File: config.mk
export PLATFORM = sky130hd
export DESIGN_NAME = updown_sequencer
export DESIGN_NICKNAME = d
export VERILOG_FILES = /design/src/rtl/updown_sequencer.sv
export SDC_FILE = /design/constraint.sdc
export NUM_CORES = 1
export LEC_CHECK = 0
export BUFFER_PORTS_ARGS = -buffer_cell sky130_fd_sc_hd__buf_4
export CAP_MARGIN = 15
export CELL_PAD_IN_SITES_DETAIL_PLACEMENT = 0
export CELL_PAD_IN_SITES_GLOBAL_PLACEMENT = 1
export CORE_ASPECT_RATIO = 2
export CORE_MARGIN = 5
export CORE_UTILIZATION = 30
export DETAILED_ROUTE_END_ITERATION = 8
export GPL_TIMING_DRIVEN = 0
export PLACE_DENSITY_LB_ADDON = 0.1
export RECOVER_POWER = 100
export REMOVE_ABC_BUFFERS = 1
export SLEW_MARGIN = 20
export SYNTH_ARGS = -nofsm -noshare
export SYNTH_HDL_FRONTEND = slang
export SYNTH_SLANG_ARGS = --single-unit
export TNS_END_PERCENT = 50
File: constraint.sdc
create_clock -name clock -period 3.1 [get_ports clock]
set_input_delay 0.62 -clock clock [delete_from_list [all_inputs] [get_ports clock]]
set_output_delay 0.62 -clock clock [all_outputs]
set_load 0.01 [all_outputs]
File: src/rtl/updown_sequencer.sv
// rtl/updown_sequencer.sv - steps a 0..8 ring up/down counter to a target via Up/Down pulses
module updown_sequencer #(
    parameter int WAIT_MAX = 4,
    parameter int RING_N   = 9
) (
    input  logic       clock,
    input  logic       Reset,
    input  logic       Start,
    input  logic [3:0] Target,
    input  logic [3:0] CounterState,
    output logic       Up,
    output logic       Down,
    output logic       Busy,
    output logic       Done,
    output logic       Err,
    output logic [3:0] StepCount
);

    localparam logic [2:0] S_IDLE    = 3'd0;
    localparam logic [2:0] S_CHECK   = 3'd1;
    localparam logic [2:0] S_RECOVER = 3'd2;
    localparam logic [2:0] S_STEP    = 3'd3;
    localparam logic [2:0] S_WAIT    = 3'd4;
    localparam logic [2:0] S_DONE    = 3'd5;
    localparam logic [2:0] S_ERR     = 3'd6;

    localparam logic [3:0] RING_TOP = 4'(RING_N - 1);
    localparam logic [4:0] RING_N5  = 5'(RING_N);
    localparam logic [4:0] HALF     = 5'((RING_N - 1) / 2);
    localparam logic [3:0] WAIT_LIM = 4'(WAIT_MAX);
    localparam logic [3:0] ERR_ST   = 4'hF;

    logic [2:0] state_q, state_d;
    logic [3:0] tgt_q, tgt_d;
    logic [3:0] prev_q, prev_d;
    logic [3:0] wait_q, wait_d;
    logic [3:0] steps_q, steps_d;
    logic       dir_q, dir_d;
    logic       err_q, err_d;
    logic       up_q, down_q, busy_q, done_q;
    logic [4:0] diff, dist_up;

    // Forward distance around the ring; a negative difference wraps by adding RING_N.
    assign diff    = {1'b0, tgt_q} - {1'b0, CounterState};
    assign dist_up = diff[4] ? (diff + RING_N5) : diff;

    always_comb begin
        state_d = state_q;
        tgt_d   = tgt_q;
        prev_d  = prev_q;
        wait_d  = wait_q;
        steps_d = steps_q;
        dir_d   = dir_q;
        err_d   = err_q;
        case (state_q)
            S_IDLE: begin
                if (Start) begin
                    tgt_d   = Target;
                    err_d   = 1'b0;
                    steps_d = 4'd0;
                    state_d = S_CHECK;
                end
            end
            S_CHECK: begin
                wait_d = 4'd0;
                if (tgt_q > RING_TOP)                state_d = S_ERR;
                else if (CounterState == ERR_ST)     state_d = S_RECOVER;
                else if (CounterState > RING_TOP)    state_d = S_ERR;
                else if (CounterState == tgt_q)      state_d = S_DONE;
                else begin
                    dir_d   = (dist_up <= HALF);
                    state_d = S_STEP;
                end
            end
            S_RECOVER: begin
                prev_d  = ERR_ST;
                wait_d  = 4'd0;
                state_d = S_WAIT;
            end
            S_STEP: begin
                prev_d  = CounterState;
                steps_d = (steps_q == 4'hF) ? steps_q : steps_q + 4'd1;
                wait_d  = 4'd0;
                state_d = S_WAIT;
            end
            S_WAIT: begin
                if (CounterState != prev_q) begin
                    wait_d  = 4'd0;
                    state_d = S_CHECK;
                end else begin
                    wait_d = wait_q + 4'd1;
                    if (wait_d == WAIT_LIM) state_d = S_ERR;
                end
            end
            S_DONE:  state_d = S_IDLE;
            S_ERR:   state_d = S_IDLE;
            default: state_d = S_IDLE;
        endcase
        if (state_d == S_ERR) err_d = 1'b1;
    end

    // Outputs are registered from the next state so they line up with the state they belong to.
    always_ff @(posedge clock) begin
        if (Reset) begin
            state_q <= S_IDLE;
            tgt_q   <= 4'd0;
            prev_q  <= 4'd0;
            wait_q  <= 4'd0;
            steps_q <= 4'd0;
            dir_q   <= 1'b0;
            err_q   <= 1'b0;
            up_q    <= 1'b0;
            down_q  <= 1'b0;
            busy_q  <= 1'b0;
            done_q  <= 1'b0;
        end else begin
            state_q <= state_d;
            tgt_q   <= tgt_d;
            prev_q  <= prev_d;
            wait_q  <= wait_d;
            steps_q <= steps_d;
            dir_q   <= dir_d;
            err_q   <= err_d;
            up_q    <= (state_d == S_RECOVER) || ((state_d == S_STEP) && dir_d);
            down_q  <= (state_d == S_STEP) && !dir_d;
            busy_q  <= (state_d == S_CHECK) || (state_d == S_RECOVER) ||
                       (state_d == S_STEP)  || (state_d == S_WAIT);
            done_q  <= (state_d == S_DONE);
        end
    end

    assign Up        = up_q;
    assign Down      = down_q;
    assign Busy      = busy_q;
    assign Done      = done_q;
    assign Err       = err_q;
    assign StepCount = steps_q;

endmodule

==> results_dict.tcl <==
set metrics [dict create \
    synth.avg_cell_area_sq_um 8.59 \
    net-switching-power_mw 0.266 \
    grt_max_degree 24 \
    slew_violations 0 \
    wl_per_cell_um 14.7 \
    grt_usage 0.125 \
    netSwitchingFraction 0.332 \
    cap_violations 0 \
    yosysWarningCount 0 \
    dr_total_vias 1259 \
    synth-main-ff-cell "dfxtp_1" \
    syn_to_final_growth_pct 12.4 \
    hold_path.class "reg2reg" \
    cts_hold_buf 0 \
    path_clk_slew_ps 90 \
    cp_max_fo 4 \
    yosysUniqueCellTypes 46 \
    async_flop_share 0 \
    place_congestion 0.877 \
    htreeDepth 1 \
    cts.path.max_buffers 2 \
    finalCritPeriodShare 0.813 \
    p_int_mw 0.536 \
    start_util 0.311 \
    clock_latency_ps 270 \
    grt_pass1_wl_mm 6.20 \
    synth.ff_latch_count 25 \
    mostFrequentLayoutCells "dfxtp_1, nor2_1, nand2_1" \
    synth_cells 168 \
    cts_tree "done" \
    critPathCaptureType "flip-flop" \
    fin_crit_ps 2520 \
    synth_area_sq_um 1440 \
    setup_slack_ps 580 \
    first_iter_violations 43 \
    relSlewSlack 0.0973 \
    tightest_slew_ps 1340 \
    drive_above_1_share 0.0860 \
    skew_ps 6.63 \
    leakagePower_nw 0.676 \
    post-dp-hpwl_mm 2.81 \
    core_region_area_sq_um 4640 \
    cp-start-kind "primary input" \
    finalSetupViolations 0 \
    cts_root_buffer "clkbuf_8" \
    criticalPathCategory "in2reg" \
    nets 207 \
    synth_edf_count 0 \
    post-place-cells 237 \
    dieArea_sq_um 6380 \
    numCtsBuffers 3 \
    ir_drop_v 0.000262 \
    antenna_left 0 \
    dieHeight_um 108 \
    pin_count 20 \
    diodes 0 \
    status "finished, final reports clean" \
    final_core_util 0.349 \
    setup_tns_ps 0 \
    io_buffers 19 \
    crit_arrival_ps 2730 \
    rsz0062_at_grt "no" \
    power_density_nw_per_um2 495 \
    wirelength_mm 3.54 \
    drc 0 \
    p_clk_frac 0.247 \
    power.share.combinational 0.288 \
    worstPathRequired_ps 3310 \
    antenna_found_initial 0 \
    final_cells 241 \
    cts_sinks 25 \
    pre_cts_slack_ps 431 \
    hold_violations 0 \
    first_pass_iters 4 \
    rows 35 \
    p_seq_frac 0.465 \
    cts-resized-gates 0 \
    cts_setup_buffers 0 \
    nFillCells 525 \
    grt-ovfl-total 0 \
    yosysSeqAreaShare 0.347 \
    final_common_cell "dfxtp_1" \
    max_clock_freq_mhz 397 \
    via_per_inst 5.22 \
    grt_pass1_vias 1325 \
    die_x_um 59.0 \
]
==> state kept, by name, summed over array words and instances, names as in the netlist <==
register	flops
state_q	3
Down	1
wait_q	4
dir_q	1
tgt_q	4
Up	1
Busy	1
Err	1
StepCount	4
Done	1
prev_q	4
==> cells in the mapped netlist (2+ instances only) <==
master | n | area [sq um]
a311oi_1 | 4 | 35.0
nand2_1 | 15 | 56.3
nor3_1 | 2 | 10.0
clkbuf_1 | 4 | 15.0
mux2i_1 | 2 | 20.0
a31oi_1 | 4 | 25.0
a21o_1 | 2 | 15.0
inv_1 | 11 | 41.3
nor2_1 | 18 | 67.6
nand3b_1 | 3 | 22.5
xor2_1 | 8 | 70.1
o311ai_0 | 2 | 17.5
nand3_1 | 8 | 40.0
a21oi_1 | 13 | 65.1
ha_1 | 8 | 100
and4_1 | 2 | 17.5
o21ai_0 | 4 | 20.0
dfxtp_1 | 25 | 500
nor2b_1 | 3 | 18.8
xnor2_1 | 3 | 26.3
o31ai_1 | 2 | 15.0
==> critical path, stage by stage <==
cell and delay [ps]:
clkbuf_1 190, inv_1 150, fa_1 490, a21o_1 180, a21oi_1 290, mux2i_1 230
a21oi_1 80, a22oi_1 240, and4_1 250
==> kinds of logic after synthesis <==
logic type / after synthesis / synth area share
AND/OR/NAND/NOR: 62 / 0.237
flip-flops: 25 / 0.347
AO/OA/AOI/OAI: 43 / 0.206
XOR/XNOR: 11 / 0.0668
multiplexers: 2 / 0.0139
adder cells (fa/ha/maj): 9 / 0.0833
buffers and inverters: 16 / 0.0468
==> final timing paths <==
kind	cells past startpoint	to	startpoint	slack [ps]
setup / recovery	9	Down$_SDFF_PP0_	CounterState[1]	580
hold / removal	2	StepCount[1]$_SDFFE_PP0P_	StepCount[1]$_SDFFE_PP0P_	500
setup reg to reg	5	StepCount[3]$_SDFFE_PP0P_	state_q[0]$_SDFF_PP0_	720
hold reg to reg	2	StepCount[1]$_SDFFE_PP0P_	StepCount[1]$_SDFFE_PP0P_	500
==> power by group through the flow <==
stage	sequential, mW	clock (mW)	combinational [mW]
3_3_place_gp	0.381	0	0.242
4_1_cts	0.374	0.208	0.248
6_report	0.373	0.198	0.231
2_1_floorplan	0.379	0	0.168
3_5_place_dp	0.382	0	0.246
5_1_grt	0.378	0.225	0.266
==> layout make-up <==
class	count	area (sq um)	share of cell area
clock inverters	1	7.51	0.00463
well taps	55	68.8	0.0424
multi-input cells	127	857	0.529
clock buffers	3	41.3	0.0255
repair buffers	19	105	0.0648
flip-flops and latches	25	500	0.309
inverters	11	41.3	0.0255
==> metal layers <==
metal,GRT usage,wire length (um),share of wire,vias up
li1,-,-,-,643
met1,0.139,1400,0.40,602
met2,0.230,2010,0.57,10
met3,0.0179,82,0.023,4
met4,0.0438,44,0.012,0
met5,0,0,0,-
==> metrics by stage <==
| step | hold WS [ps] | power [mW] | cell area, sq um |
|---|---|---|---|
| after global placement | 479 | 0.623 | 1630 |
| after detailed placement | 490 | 0.628 | 1630 |
| after global routing | 526 | 0.869 | 1620 |
| after CTS | 505 | 0.831 | 1680 |
| final | 498 | 0.803 | 1620 |
| after floorplan | 443 | 0.547 | 1420 |
No activity file was read; power rests on OpenSTA's default activity.
